<file path="src/rtl/ads_bus_pkg.sv">
// Shared definitions for the ADS serial bus master: FSM states, default
// widths and the request mode encoding.
package ads_bus_pkg;

    localparam int DEF_ADDR_WIDTH        = 16;
    localparam int DEF_DEVICE_ADDR_WIDTH = 4;
    localparam int DEF_DATA_WIDTH        = 8;
    localparam int DEF_ACK_TIMEOUT       = 4;

    localparam logic MODE_WRITE = 1'b1;
    localparam logic MODE_READ  = 1'b0;

    typedef enum logic [3:0] {
        ST_IDLE,
        ST_REQ,
        ST_DADDR,
        ST_WAIT_ACK,
        ST_SFRAME,
        ST_WDATA,
        ST_RDATA,
        ST_SPLIT,
        ST_DONE
    } state_e;

    // Widest of three field widths; sizes the shared serializer.
    function automatic int max3(input int a, input int b, input int c);
        int m;
        m = (a > b) ? a : b;
        return (m > c) ? m : c;
    endfunction

endpackage

</file>
<file path="src/rtl/piso_shift.sv">
// Parallel-in serial-out shifter, LSB first. A load presents bit 0 on the
// next cycle; last_o marks the cycle in which the final bit is on sout_o.
module piso_shift #(
    parameter int W  = 13,
    parameter int CW = $clog2(W + 1)
) (
    input  logic          clk_i,
    input  logic          rstn_i,
    input  logic          load_i,
    input  logic          shift_i,
    input  logic          clear_i,
    input  logic [W-1:0]  pdata_i,
    input  logic [CW-1:0] count_i,
    output logic          sout_o,
    output logic          last_o
);

    logic [W-1:0]  sh_q;
    logic [CW-1:0] cnt_q;

    // Load wins over clear; clearing keeps the serial line at 0 when idle.
    always_ff @(posedge clk_i or negedge rstn_i) begin
        if (!rstn_i) begin
            sh_q  <= '0;
            cnt_q <= '0;
        end else if (load_i) begin
            sh_q  <= pdata_i;
            cnt_q <= count_i;
        end else if (clear_i) begin
            sh_q  <= '0;
            cnt_q <= '0;
        end else if (shift_i) begin
            sh_q  <= sh_q >> 1;
            cnt_q <= cnt_q - CW'(1);
        end
    end

    assign sout_o = sh_q[0];
    assign last_o = (cnt_q == CW'(1));

endmodule

</file>
<file path="src/rtl/master_port.sv">
// ADS bus master port: takes one parallel request, arbitrates for the bus,
// serializes device address / mode / memory address / write data, and
// deserializes read data with split-transaction suspend/resume.
module master_port
    import ads_bus_pkg::*;
#(
    parameter int ADDR_WIDTH        = DEF_ADDR_WIDTH,
    parameter int DEVICE_ADDR_WIDTH = DEF_DEVICE_ADDR_WIDTH,
    parameter int DATA_WIDTH        = DEF_DATA_WIDTH,
    parameter int ACK_TIMEOUT       = DEF_ACK_TIMEOUT
) (
    input  logic                  clk,
    input  logic                  rstn,
    input  logic                  dvalid,
    input  logic                  dmode,
    input  logic [ADDR_WIDTH-1:0] daddr,
    input  logic [DATA_WIDTH-1:0] dwdata,
    output logic [DATA_WIDTH-1:0] drdata,
    output logic                  dready,
    output logic                  ddone,
    output logic                  derr,
    output logic                  mbreq,
    input  logic                  mgrant,
    output logic                  mwdata,
    output logic                  mvalid,
    input  logic                  ack,
    input  logic                  mrdata,
    input  logic                  svalid,
    input  logic                  ssplit,
    input  logic                  split_grant
);

    localparam int MEM_W  = ADDR_WIDTH - DEVICE_ADDR_WIDTH;
    localparam int SF_LEN = MEM_W + 1;
    localparam int SH_W   = max3(DEVICE_ADDR_WIDTH, SF_LEN, DATA_WIDTH);
    localparam int CW     = $clog2(SH_W + 1);
    localparam int TW     = $clog2(ACK_TIMEOUT) + 1;
    localparam int RW     = $clog2(DATA_WIDTH) + 1;

    state_e                  state_q;
    logic                    mode_q;
    logic [ADDR_WIDTH-1:0]   addr_q;
    logic [DATA_WIDTH-1:0]   wdata_q;
    logic [DATA_WIDTH-1:0]   rbuf_q, rbuf_d;
    logic [DATA_WIDTH-1:0]   drdata_q;
    logic [RW-1:0]           rcnt_q;
    logic [TW-1:0]           tcnt_q;
    logic                    dready_q, ddone_q, derr_q, mbreq_q, mvalid_q;

    logic                    sh_load, sh_shift, sh_clear, sh_last;
    logic [SH_W-1:0]         sh_pdata;
    logic [CW-1:0]           sh_count;

    piso_shift #(.W(SH_W), .CW(CW)) u_piso (
        .clk_i   (clk),
        .rstn_i  (rstn),
        .load_i  (sh_load),
        .shift_i (sh_shift),
        .clear_i (sh_clear),
        .pdata_i (sh_pdata),
        .count_i (sh_count),
        .sout_o  (mwdata),
        .last_o  (sh_last)
    );

    // Serializer control: load each field one cycle before it goes out.
    always_comb begin
        sh_load  = 1'b0;
        sh_shift = 1'b0;
        sh_clear = 1'b0;
        sh_pdata = '0;
        sh_count = '0;
        case (state_q)
            ST_REQ: if (mgrant) begin
                sh_load = 1'b1;
                sh_pdata[DEVICE_ADDR_WIDTH-1:0] = addr_q[ADDR_WIDTH-1 -: DEVICE_ADDR_WIDTH];
                sh_count = CW'(DEVICE_ADDR_WIDTH);
            end
            ST_WAIT_ACK: if (ack) begin
                sh_load = 1'b1;
                sh_pdata[SF_LEN-1:0] = {addr_q[MEM_W-1:0], mode_q};
                sh_count = CW'(SF_LEN);
            end
            ST_SFRAME: begin
                if (!sh_last) begin
                    sh_shift = 1'b1;
                end else if (mode_q == MODE_WRITE) begin
                    sh_load = 1'b1;
                    sh_pdata[DATA_WIDTH-1:0] = wdata_q;
                    sh_count = CW'(DATA_WIDTH);
                end else begin
                    sh_clear = 1'b1;
                end
            end
            ST_DADDR, ST_WDATA: begin
                if (sh_last) sh_clear = 1'b1;
                else         sh_shift = 1'b1;
            end
            default: ;
        endcase
    end

    // Read assembly: drop the incoming bit into position rcnt.
    always_comb begin
        rbuf_d = rbuf_q;
        for (int i = 0; i < DATA_WIDTH; i++) begin
            if (rcnt_q == RW'(i)) rbuf_d[i] = mrdata;
        end
    end

    // Main FSM with registered handshake and bus outputs.
    always_ff @(posedge clk or negedge rstn) begin
        if (!rstn) begin
            state_q  <= ST_IDLE;
            mode_q   <= 1'b0;
            addr_q   <= '0;
            wdata_q  <= '0;
            rbuf_q   <= '0;
            drdata_q <= '0;
            rcnt_q   <= '0;
            tcnt_q   <= '0;
            dready_q <= 1'b1;
            ddone_q  <= 1'b0;
            derr_q   <= 1'b0;
            mbreq_q  <= 1'b0;
            mvalid_q <= 1'b0;
        end else begin
            ddone_q <= 1'b0;
            derr_q  <= 1'b0;
            case (state_q)
                // DONE already shows dready=1, so a request there is taken too.
                ST_IDLE, ST_DONE: begin
                    state_q <= ST_IDLE;
                    if (dvalid) begin
                        mode_q   <= dmode;
                        addr_q   <= daddr;
                        wdata_q  <= dwdata;
                        dready_q <= 1'b0;
                        mbreq_q  <= 1'b1;
                        state_q  <= ST_REQ;
                    end
                end
                ST_REQ: if (mgrant) begin
                    mvalid_q <= 1'b1;
                    state_q  <= ST_DADDR;
                end
                ST_DADDR: if (sh_last) begin
                    mvalid_q <= 1'b0;
                    tcnt_q   <= '0;
                    state_q  <= ST_WAIT_ACK;
                end
                ST_WAIT_ACK: begin
                    if (ack) begin
                        mvalid_q <= 1'b1;
                        state_q  <= ST_SFRAME;
                    end else if (tcnt_q == TW'(ACK_TIMEOUT - 1)) begin
                        ddone_q  <= 1'b1;
                        derr_q   <= 1'b1;
                        mbreq_q  <= 1'b0;
                        dready_q <= 1'b1;
                        state_q  <= ST_DONE;
                    end else begin
                        tcnt_q <= tcnt_q + TW'(1);
                    end
                end
                ST_SFRAME: if (sh_last) begin
                    if (mode_q == MODE_WRITE) begin
                        state_q <= ST_WDATA;
                    end else begin
                        mvalid_q <= 1'b0;
                        rcnt_q   <= '0;
                        rbuf_q   <= '0;
                        state_q  <= ST_RDATA;
                    end
                end
                ST_WDATA: if (sh_last) begin
                    mvalid_q <= 1'b0;
                    ddone_q  <= 1'b1;
                    mbreq_q  <= 1'b0;
                    dready_q <= 1'b1;
                    state_q  <= ST_DONE;
                end
                // A completing bit takes precedence over a simultaneous split.
                ST_RDATA: begin
                    if (svalid) begin
                        rbuf_q <= rbuf_d;
                        rcnt_q <= rcnt_q + RW'(1);
                    end
                    if (svalid && rcnt_q == RW'(DATA_WIDTH - 1)) begin
                        drdata_q <= rbuf_d;
                        ddone_q  <= 1'b1;
                        mbreq_q  <= 1'b0;
                        dready_q <= 1'b1;
                        state_q  <= ST_DONE;
                    end else if (ssplit) begin
                        mbreq_q <= 1'b0;
                        state_q <= ST_SPLIT;
                    end
                end
                ST_SPLIT: if (split_grant) begin
                    mbreq_q <= 1'b1;
                    state_q <= ST_RDATA;
                end
                default: state_q <= ST_IDLE;
            endcase
        end
    end

    assign drdata = drdata_q;
    assign dready = dready_q;
    assign ddone  = ddone_q;
    assign derr   = derr_q;
    assign mbreq  = mbreq_q;
    assign mvalid = mvalid_q;

endmodule

</file>
<file path="config.mk">
export PLATFORM = sky130hd
export DESIGN_NAME = master_port
export DESIGN_NICKNAME = d
export VERILOG_FILES = /design/src/rtl/ads_bus_pkg.sv /design/src/rtl/piso_shift.sv /design/src/rtl/master_port.sv
export SDC_FILE = /design/constraint.sdc
export NUM_CORES = 1
export LEC_CHECK = 0
export BUFFER_PORTS_ARGS = -buffer_cell sky130_fd_sc_hd__buf_2
export CAP_MARGIN = 30
export CORE_AREA = 4 4 93 95
export DETAILED_ROUTE_END_ITERATION = 6
export DIE_AREA = 0 0 97 99
export GPL_TIMING_DRIVEN = 0
export PLACE_DENSITY = 0.67
export SYNTH_ARGS = -nofsm -noshare
export SYNTH_HDL_FRONTEND = slang
export SYNTH_SLANG_ARGS = --single-unit
export TNS_END_PERCENT = 100
</file>
<file path="constraint.sdc">
create_clock -name clk -period 2.4 [get_ports clk]
set_input_delay 0 -clock clk [delete_from_list [all_inputs] [get_ports clk]]
set_output_delay 0 -clock clk [all_outputs]
set_load 0.005 [all_outputs]
</file>
* Yosys cells after proc, flatten, opt, wreduce, memory -nomap -nowiden
Index checks and enable logic that the tools add are counted.
Operators by class: add/sub/neg operators 3, eq/ne operators 33, multiplexer cells 85, reductions and logical operators 20
Operator list (count):
- 4-bit 2-to-1 mux | 19
- 13-bit 2-to-1 mux | 4
- 8-bit 2-to-1 mux | 5
- 1-bit 2-to-1 mux | 38
- 4-bit by 3-bit == test with 1-bit output, second input constant | 8
- 4-bit case mux with 8 select lines | 1
- 2-bit != test, second input constant | 13
- 4-bit case mux with 3 select lines | 2
- 4-bit by 2-bit == test with 1-bit output, second input constant | 4
- 4-bit case mux with 2 select lines | 2
- 8-bit case mux with 2 select lines | 1
- 7-bit AND reduction | 2
- 4-bit by 1-bit == test with 1-bit output, second input constant | 3
- 3-bit 2-to-1 mux | 4
- 6-bit AND reduction | 2
- 4-bit zero test | 2
- 1-bit case mux with 4 select lines | 2
- 4-bit AND reduction | 2
- 4-bit nonzero test | 2
- 3-bit != test, second input constant | 2
- 1-bit case mux with 3 select lines | 2
- 3-bit case mux with 2 select lines | 1
- 5-bit 2-to-1 mux | 1
- 1-bit case mux with 5 select lines | 1
- 15 further kinds | 18
Word-level totals: bits in registers 74, input port bits 34, output and inout port bits 14, word-level logic and storage cells 156

* Logic depth before layout (Yosys ltp)
Gate-level depths: netlist of the first run.
depth after elaboration 6, mapped depth 8, mapped depth without buffers 7

* By module
Synthesis of the first run repeated with hierarchy kept, for this count alone.
Unflattened totals: cells, all modules 375, area total of the unflattened synthesis 3888.7 µm²
Modules (own cells, without submodules):
- master_port | times used 1, cells an instance 293, area an instance 2986.6 µm², sequential area each 1402.6 µm²
- piso_shift | times used 1, cells an instance 82, area an instance 902.1 µm², sequential area each 425.4 µm²

* Worst setup path after synthesis of the first run
Ideal clock, no wire load.
kind reg-to-reg, from register rcnt_q[0], to register mbreq_q, in the netlist mbreq, library setup time 0.125 ns, arrival 1.698 ns, required time 2.275 ns, path slack 0.577 ns, cell stages (with the launch flop) 7, path buffers 0, path through dfrtp_1 -> ha_1 -> and4b_1 -> o31ai_1 -> and3_1 -> nand3b_1 -> mux2_4
On the way: word-level cells in the longest chain between the ends 4
RTL lines:
- from (decl) | line master_port.sv:46 | logic [RW-1:0] rcnt_q;
- from (signal assigned) | line master_port.sv:187 | rcnt_q <= rcnt_q + RW'(1);
- 4-bit by 3-bit == test with 1-bit output (*) | line master_port.sv:189 | if (svalid && rcnt_q == RW'(DATA_WIDTH - 1)) begin
- 1-bit logical AND (*) | line master_port.sv:189
- 3-bit != test (no source line) or 1-bit 2-to-1 mux (tied branches)
- 7-bit AND reduction (no source line) or 1-bit case mux with 5 select lines (tied branches)
- to (signal assigned) | line master_port.sv:192 | mbreq_q <= 1'b0;
- to (signal assigned) | line master_port.sv:196 | mbreq_q <= 1'b0;
- to (signal assigned) | line master_port.sv:201 | mbreq_q <= 1'b1;
- to (decl) | line master_port.sv:48 | logic dready_q, ddone_q, derr_q, mbreq_q, mvalid_q;
Mark *: on every way between the ends. The rest lies on a longest branch, timed or not. A chain may end at the register's enable or synchronous reset.

* Worst setup path in the final report of the first run
from register u_piso.cnt_q[1], to register u_piso.sh_q[0]
On the way: word-level cells in the longest chain between the ends 5
RTL lines:
- from (decl) | line piso_shift.sv:19 | logic [CW-1:0] cnt_q;
- from (signal assigned) | line piso_shift.sv:28 | cnt_q <= count_i;
- from (signal assigned) | line piso_shift.sv:34 | cnt_q <= cnt_q - CW'(1);
- 4-bit by 1-bit == test with 1-bit output (*) | line piso_shift.sv:39 | assign last_o = (cnt_q == CW'(1));
- 1-bit 2-to-1 mux, on equally long branches | line master_port.sv:96, master_port.sv:85
- 1-bit case mux with 2 select lines | line master_port.sv:73 | case (state_q)
- 13-bit 2-to-1 mux | line piso_shift.sv:29 | end else if (clear_i) begin
- 13-bit 2-to-1 mux | line piso_shift.sv:26 | end else if (load_i) begin
- to (signal assigned) | line piso_shift.sv:27 | sh_q <= pdata_i;
- to (signal assigned) | line piso_shift.sv:33 | sh_q <= sh_q >> 1;
- to (decl) | line piso_shift.sv:18 | logic [W-1:0] sh_q;
Marked as above.

==> flow_summary.yaml, run 1 <==
status:
  outcome: "finished clean"
power_and_ir_drop:
  pwr-share-clk_pct: 16.5
  power_leakage_nw: 2.159
  ir_worst_vdd_v: 0.0005864
  seq_power_share_pct: 38.4
  combPwrFrac_pct: 45.1
  intPower_w: 0.003263
  p_sw_w: 0.002080
  swShare_pct: 38.93
  p_per_area_nw_per_um2: 1146
  p_total_w: 0.005343
timing:
  final.setup.tns_ps: 0
  slew_headroom_pct: 67.54
  period_share_pct: 85.24
  finalClockSkew_ps: 12.06
  period_minus_slack_ps: 2046
  rsz0062_at_grt: "no"
  setup_viol: 0
  hold_viol: 0
  max_freq_ghz: 0.4888
  timing.final.ws_setup_ps: 354.3
  worstMarginPinSlew_ps: 485.1
  slew_violations: 0
floorplan:
  core_area_um2: 7727
  rows: 32
  dieHeight_um: 99
  die_x_um: 97
  initial_utilization_pct: 49.50
  ios: 48
  die_area_um2: 9603
logic_synthesis:
  yosysSeqAreaShare_pct: 47.79
  ys.flop_type: "dfrtp_1"
  synth_edf_count: 0
  syn_inst: 366
  syn_avg_cell_area_um2: 10.45
  synth_top_cell_by_area: "dfrtp_1"
  synth_top_area_share_pct: 47.11
  yosys-top-cells-area: "dfrtp_1 (47%), mux2_1 (5.0%), nand2_1 (4.1%)"
  ys_ff_latch: 73
  ys_async_sr_fraction_pct: 100.0
  yosysWarnings: 0
  ys_types: 62
  syn_area_um2: 3825
  syn_nets: 408
final_layout:
  fill_cells: 650
  diodes: 0
  syn_to_final_growth_pct: 21.92
  regArea_um2: 1828
  nets: 493
  layout-drive-gt1-share_pct: 23.46
  multi_input_area_um2: 1783
setup_path:
  critical_path_class: "reg2reg"
  rr_worst_depth: 7
  critical_path.most_common_cell: "nor3b_4"
  crit_cells: 7
  path_buf_inv: 2
  cpPeakStageDelay_ps: 430
  r2r_slack_ps: 350
  reg2reg_to: "u_piso.sh_q[0]"
  arrival_ps: 2280
  r2r-start: "u_piso.cnt_q[1]"
  path_cells: "inv_1 -> ha_1 -> nor3b_4 -> and4_1 -> buf_6 -> nor3b_4 -> a221o_1"
  path_delay_family: "simple AND/OR/NAND/NOR gates"
  start_kind: "flip-flop"
  cp.required_ps: 2630
  endpoint_kind: "flip-flop"
  cpMaxStageDelayCell: "nor3b_4"
  worst-path-max-fanout: 10
routing:
  highest_layer: "met4"
  initialDrtViolationCount: 144
  wirelength_um: 8486
  post_drt_wl_per_cell_um: 15.21
  vias: 2985
  drc: 0
  wl_met2_um: 4093
  dr.pass1.iters: 4
  drt-met1-wl_um: 3995
  vias_per_cell: 5.349
  met3_length_um: 288
  ant_nets: 0
clock_network:
  post_cts.repair.setup_buffers: 0
  ctsResizeCount: 0
  clk_latency_ps: 350
  clock_sinks: 73
  cts_buffer_depth: 2
  cts_buffers: 9
  cts.clk_slew.worst_paths_ps: 80
  root_buffer: "clkbuf_8"
  cts_tree: "built"
  cts_max_level: 3
  cts_hold_buf: 27
min_path:
  hp-class: "in2reg"
  whs_endpoint: "drdata[7]"
  whs_path_depth: 3
  hold_start: "mrdata"
global_routing:
  gr-total-overflow: 0
  grt_pass1_vias: 3107
  grt_max_degree: 53
  grt_pass1_wl_um: 14900
  antenna_found_initial: 0
  track_usage_pct: 18.91
place:
  pre_cts_slack_ps: 332.4
  portBuffers: 46
  dp_hpwl_um: 5887
  gp_congestion: 0.8667
flow_run:
  maxCapViolCount: 0
## tightest hold or removal path, stage by stage
cell,delay (ps)
clkbuf_1,190
nand4_1,130
nand2_1,50
## logic make-up after synthesis
| kind of cell | after synthesis | synth area share [%] |
|---|---|---|
| AND/OR/NAND/NOR | 115 | 16.59 |
| AO/OA/AOI/OAI | 102 | 17.34 |
| flip-flops | 73 | 47.79 |
| multiplexers | 34 | 9.846 |
| buffers and inverters | 33 | 5.594 |
| adder cells (fa/ha/maj) | 8 | 2.617 |
| XOR/XNOR | 1 | 0.2290 |
## metrics by stage
stage / util (%) / hold WS, ps / cells / cell area [um2]
floorplan: - / -295.6 / 366 / 3825
global placement: 54.13 / 204.0 / 514 / 4183
detailed placement: 54.52 / -81.28 / 515 / 4213
CTS: 60.35 / 53.13 / 558 / 4663
global route: 60.35 / 100.9 / 558 / 4663
finish: 60.35 / 65.16 / 558 / 4663
## how the worst max path moves through the flow
stage	startpoint	to	slack [ps]
after global placement	rcnt_q[0]	mbreq	380
after CTS	u_piso.cnt_q[1]	u_piso.sh_q[0]	320
after floorplan	rcnt_q[0]	mbreq	580
after detailed placement	u_piso.cnt_q[1]	u_piso.sh_q[0]	330
final	u_piso.cnt_q[1]	u_piso.sh_q[0]	350
after global routing	u_piso.cnt_q[1]	u_piso.sh_q[0]	190
## metal layers
metal / vias up / track usage (%)
met5: - / 0
met2: 61 / 31.58
met4: 0 / 6.263
met3: 13 / 3.255
met1: 1426 / 25.05
li1: 1485 / -
## final cells by class
type                       count  share of cell area [%]
buffer                        24                   3.864
tap                          102                   2.737
sequential                    73                   39.20
inverter                       9                  0.7244
timing repair buffer          74                   11.38
multi-input combinational    260                   38.23
clock buffer                  10                   2.951
clock inverter                 6                  0.9123
## cells in the final DEF, fill, tap and decap left out, drive strengths merged, types with 2 or more instances in the layout
master,n
and2,3
nand3,7
nor3,7
a21oi,33
nand2,42
nor3b,4
a22oi,4
nor2b,4
nand2b,7
or3,2
ha,8
inv,10
and3,3
a211o,2
nor4,2
clkinvlp,2
clkinv,3
mux2,26
dfrtp,72
a31oi,2
clkbuf,13
dlygate4sd3,27
o31ai,5
a21o,4
mux2i,8
o21ai,33
nor2,22
buf,68
nand3b,5
a221oi,7
## state kept, by name (all words and copies together), names as in the netlist
register / flops
rcnt_q: 4
mode_q: 1
derr: 1
u_piso.cnt_q: 4
dready: 1
ddone: 1
mvalid: 1
drdata: 8
tcnt_q: 3
u_piso.sh_q: 13
state_q: 4
rbuf_q: 7
wdata_q: 8
mbreq: 1
addr_q: 16
## synthesized netlist by cell type (all sizes together) (2+ instances only)
| cell | n |
|---|---|
| nand2b | 7 |
| buf | 21 |
| nor3 | 7 |
| a21oi | 33 |
| and2 | 3 |
| o31ai | 5 |
| or3 | 2 |
| inv | 9 |
| nand3 | 7 |
| ha | 8 |
| a22oi | 4 |
| a21o | 4 |
| a211o | 2 |
| a221oi | 7 |
| nand3b | 5 |
| and3 | 3 |
| nand2 | 42 |
| clkbuf | 3 |
| a31oi | 2 |
| nor4 | 2 |
| nor2b | 4 |
| mux2i | 8 |
| nor2 | 22 |
| mux2 | 26 |
| nor3b | 4 |
| dfrtp | 72 |
| o21ai | 33 |
## power by group through the flow
stage	Clock, W	Sequential [W]	Combinational (W)
after detailed placement	0	0.00207	0.00238
final	0.000883	0.00205	0.00241
after floorplan	0	0.00198	0.00189
after global routing	0.000960	0.00211	0.00273
after global placement	0	0.00206	0.00232
after CTS	0.000909	0.00205	0.00242
(Power assumes the default switching activity.)
==> run 2: changes to the inputs <==
- CORE_AREA: 4 4 93 95 -> 4 4 87 89
- DIE_AREA: 0 0 97 99 -> 0 0 91 93
- PLACE_DENSITY: 0.67 -> 0.88
- TNS_END_PERCENT: 100 -> 30
==> flow_summary.yaml, run 2 (synthesis results as in run 1) <==
routing:
  initialDrtViolationCount: 191
  drc: 0
  wirelength_um: 8866
  vias_per_cell: 5.871
  post_drt_wl_per_cell_um: 16.57
  vias: 3141
  ant_nets: 0
  dr.pass1.iters: 5
global_routing:
  grtUsageMet2_pct: 38.14
  antenna_found_initial: 0
  grt_max_degree: 74
  grt_pass1_wl_um: 15150
  busiest_layer: "met2"
  use_met1_pct: 27.27
  gr-total-overflow: 0
  use_met3_pct: 5.953
  grt_pass1_vias: 3203
  track_usage_pct: 22.40
place:
  dpl_cell_area_um2: 4158
  portBuffers: 46
  dp_cells: 492
  dp_hpwl_um: 5924
  gp_congestion: 0.8868
final_layout:
  largest_reg_flops: 16
  nets: 492
  fill_cells: 518
  largest_register: "addr_q"
  top_regs: "addr_q: 16 flops, u_piso.sh_q: 13 flops"
  layout.cells.non_filler: 535
  syn_to_final_growth_pct: 21.43
  diodes: 0
  final_cell_mix: "dfrtp_1 (72), buf_2 (51), nand2_1 (42)"
  layout_commonest_cell: "dfrtp_1"
  final_cell_area_um2: 4644
  layout-drive-gt1-share_pct: 23.08
status:
  outcome: "finished clean"
floorplan:
  core_area_um2: 6756
  die_area_um2: 8463
  die_x_um: 91
  initial_utilization_pct: 56.61
  ios: 48
  dieHeight_um: 93
  rows: 30
clock_network:
  cts_max_level: 3
  cts_buffers: 9
  clock_sinks: 73
  post_cts.repair.setup_buffers: 0
  clk_latency_ps: 370
  cts_tree: "built"
  root_buffer: "clkbuf_8"
  cts_buffer_depth: 2
  ctsResizeCount: 0
  cts.clk_slew.worst_paths_ps: 80
setup_path:
  start_kind: "flip-flop"
  critical_path_class: "reg2reg"
  cp.required_ps: 2660
  cpPeakStageDelay_ps: 430
  cpMaxStageDelayCell: "dfrtp_1"
  arrival_ps: 2320
  path_cells: "ha_1 -> and4b_1 -> o31ai_1 -> and3_1 -> nand3b_1 -> mux2_4"
  worst-path-max-fanout: 7
  endpoint_kind: "flip-flop"
flow_run:
  maxCapViolCount: 0
timing:
  slew_violations: 0
  hold_viol: 0
  period_share_pct: 85.97
  worstMarginPinSlew_ps: 894.8
  rsz0062_at_grt: "no"
  final.setup.tns_ps: 0
  max_freq_ghz: 0.4846
  finalClockSkew_ps: 5.968
  setup_viol: 0
  period_minus_slack_ps: 2063
  slew_headroom_pct: 40.35
  holdWs_ps: 26.77
min_path:
  hp-class: "in2reg"
power_and_ir_drop:
  ir_worst_vdd_v: 0.0007190
  p_per_area_nw_per_um2: 1198
  power_leakage_nw: 2.167
-- run 2: where the power goes --
part / switching (W) / internal (W)
sequential: 0.000341 / 0.00172
clock: 0.000477 / 0.000570
combinational: 0.00132 / 0.00114
-- run 2: layout make-up --
cell class / instances / area, um2 / share of cell area, %
Multi-Input combinational cell: 260 / 1783 / 38.39
Timing Repair Buffer: 73 / 503.0 / 10.83
Buffer: 24 / 180.2 / 3.879
Clock buffer: 13 / 168.9 / 3.637
Sequential cell: 73 / 1828 / 39.36
Tap cell: 80 / 100.1 / 2.155
Inverter: 9 / 33.78 / 0.7274
Clock inverter: 3 / 47.55 / 1.024
-- run 2: critical path: cells and delay by family (launching register included) --
| family | cells | cell delay, ps |
|---|---|---|
| compound gates | 1 | 200 |
| simple gates | 3 | 700 |
| fa+ha+maj | 1 | 310 |
| mux | 1 | 310 |
| flops | 1 | 430 |
-- run 2: final timing paths --
| check | start | end | slack (ps) | cells past startpoint |
|---|---|---|---|---|
| hold / removal | mrdata | drdata[7] | 30 | 3 |
| setup reg to reg | rcnt_q[0] | mbreq | 340 | 6 |
| setup / recovery | rcnt_q[0] | mbreq | 340 | 6 |
| min in group asynchronous | rstn | drdata[6] | 310 | 2 |
| hold reg to reg | drdata[7] | drdata[7] | 480 | 2 |
| max in group asynchronous | rstn | u_piso.cnt_q[2] | 1520 | 2 |
-- run 2: what timing repair did --
item,CTS,global route
endpoints found under the setup margin,0,0
hold buffers,27,0
hold endpoints to repair,98,0
-- run 2: per-stage QoR --
stage               utilization [%]  setup WS [ps]  total power [W]
floorplan                         -          576.7         0.003867
finish                        68.74          336.6         0.005565
detailed placement            61.54          365.4         0.004459
CTS                           68.74          351.5         0.005554
global route                  68.74          154.2         0.005974
global placement              61.50          374.9         0.004322
-- run 2: metal layers --
layer	wire [um]	up-vias
li1	-	1487
met4	155	0
met1	3779	1526
met2	4430	109
met5	0	-
met3	501	19
==> run 3: changes to the inputs <==
- ABC_AREA: default -> 1
- CORE_AREA: 4 4 87 89 -> 4 4 86 88
- DIE_AREA: 0 0 91 93 -> 0 0 90 92
- PLACE_DENSITY: 0.88 -> 0.89
==> flow_summary.yaml, run 3 <==
status:
  outcome: "finished clean"
timing:
  worstMarginPinSlew_ps: 916.9
  timing.final.ws_setup_ps: 551.3
  period_share_pct: 77.03
  finalClockSkew_ps: 6.198
  max_freq_ghz: 0.5409
  slew_headroom_pct: 38.87
  period_minus_slack_ps: 1849
  setup_viol: 0
  hold_viol: 0
  rsz0062_at_grt: "no"
  slew_violations: 0
  final.setup.tns_ps: 0
logic_synthesis:
  synth_edf_count: 0
  synth.most_common_cell: "nand2_1"
  syn_nets: 539
  synth_top_cell_by_area: "dfrtp_1"
  synth_top_area_share_pct: 48.14
  syn_area_um2: 3795
  yosysWarnings: 0
  ys_types: 29
  yosys-top-cells-area: "dfrtp_1 (48%), nand2_1 (20%), nand3_1 (5.0%)"
  ys_ff_latch: 74
  ys_async_sr_fraction_pct: 100.0
  yosysSeqAreaShare_pct: 48.83
  synthTopCellsByCount: "nand2_1 (198), dfrtp_1 (73), inv_1 (40)"
  ys.flop_type: "dfrtp_1"
  syn_avg_cell_area_um2: 7.636
  syn_inst: 497
routing:
  vias_per_cell: 5.397
  ant_nets: 0
  vias: 3605
  drc: 0
  post_drt_wl_per_cell_um: 14.27
  wirelength_um: 9535
  dr.pass1.iters: 5
  initialDrtViolationCount: 211
clock_network:
  clk_latency_ps: 350
  clock_sinks: 74
  cts_max_level: 3
  root_buffer: "clkbuf_8"
  post_cts.repair.setup_buffers: 0
  cts.clk_slew.worst_paths_ps: 70
  cts_hold_buf: 28
  cts_buffer_depth: 2
  cts_tree: "built"
  ctsResizeCount: 0
  cts_buffers: 9
final_layout:
  utilization_pct: 69.15
  layout_commonest_cell: "nand2_1"
  final_cell_mix: "nand2_1 (198), dfrtp_1 (73), buf_2 (54)"
  largest_reg_flops: 16
  layout.cells.non_filler: 668
  diodes: 0
  layout-drive-gt1-share_pct: 16.33
  top_regs: "addr_q: 16 flops, u_piso.sh_q: 13 flops"
  nets: 625
  syn_to_final_growth_pct: 21.07
  largest_register: "addr_q"
global_routing:
  grt_pass1_wl_um: 16390
  grt_max_degree: 75
  antenna_found_initial: 0
  track_usage_pct: 24.60
  grt_pass1_vias: 3704
  gr-total-overflow: 0
min_path:
  hp-class: "in2reg"
place:
  pre_cts_slack_ps: 578.5
  dp_hpwl_um: 6182
  portBuffers: 47
  gp_congestion: 0.8650
  dp_cells: 624
setup_path:
  arrival_ps: 2080
  start_kind: "flip-flop"
  cp.required_ps: 2630
  worst-path-max-fanout: 10
  critical_path_class: "reg2reg"
  endpoint_kind: "flip-flop"
floorplan:
  initial_utilization_pct: 57.12
  rows: 30
  ios: 48
  die_area_um2: 8280
  core_area_um2: 6644
  die_x_um: 90
  dieHeight_um: 92
power_and_ir_drop:
  ir_worst_vdd_v: 0.0006300
  power_leakage_nw: 2.474
  p_per_area_nw_per_um2: 1098
flow_run:
  maxCapViolCount: 0
-- run 3: changes by cell type in the layout (fill, tap and decap cells not counted), moves of 7 or more --
cell	change
mux2_2	-8
mux2_1	-17
o21ai_1	-15
nand2_1	+156
o21ai_0	+13
nand3_1	+32
o22ai_1	+10
nand2b_1	-7
inv_2	+8
mux2i_1	-8
a21oi_1	-25
inv_1	+31
nor2_1	+11
-- run 3: cells by family (layout without fill, tap and decap cells) --
family                     Yosys count  after routing  share of synthesized area [%]
adders and majority gates            8              8                          2.638
AOI/OAI and AO/OA                   59             59                          9.067
xor gates and xnor gates             3              3                         0.6925
buffers and inverters               64            155                          7.088
and+or+nand+nor                    289            289                          31.68
DFF                                 74             74                          48.83
-- run 3: final cells by class --
class	count	area, um2
timing repair buffer	75	518.0
fill	511	2049
sequential	74	1853
inverter	49	183.9
buffer	15	85.08
clock inverter	4	26.28
multi-input combinational	359	1673
clock buffer	12	155.1
tap	80	100.1
-- run 3: per-layer routing --
layer	track usage, %	up-vias	wire, um
met4	10.20	0	243
li1	-	1745	-
met5	0	-	0
met1	28.61	1677	3878
met3	6.645	29	624
met2	43.00	154	4789
-- run 3: worst paths after layout --
path | startpoint | endpoint | slack, ps | cells after the start
max in group asynchronous | rstn | rbuf_q[4] | 1470 | 2
hold reg to reg | mbreq | mbreq | 480 | 2
hold / removal | ssplit | mbreq | 40 | 5
setup / recovery | rcnt_q[1] | drdata[7] | 550 | 9
min in group asynchronous | rstn | drdata[3] | 310 | 2
setup reg to reg | rcnt_q[1] | drdata[7] | 550 | 9
-- run 3: critical path: stages (launching register included) --
cell and delay (ps):
dfrtp_1 410, ha_1 250, inv_1 60, nor2_1 210, nand2_1 100, nor2_1 210
inv_2 100, clkbuf_1 210, nand2_1 100, o21ai_0 80
-- run 3: stage by stage --
step / cell area [um2] / total power, W / hold WS (ps)
after floorplan: 3795 / 0.003514 / -295.6
after global placement: 4130 / 0.003961 / 193.7
after detailed placement: 4133 / 0.004064 / 192.8
after CTS: 4594 / 0.004995 / 15.16
after global routing: 4594 / 0.005465 / 18.34
final: 4594 / 0.005045 / 36.20
-- run 3: power breakdown --
part	leakage, nW	internal [W]	total, W	switching [W]
clock	0.0924	0.000430	0.000893	0.000463
sequential	0.961	0.00170	0.00197	0.000270
combinational	1.42	0.000777	0.00218	0.00141
total	2.47	0.00290	0.00504	0.00214
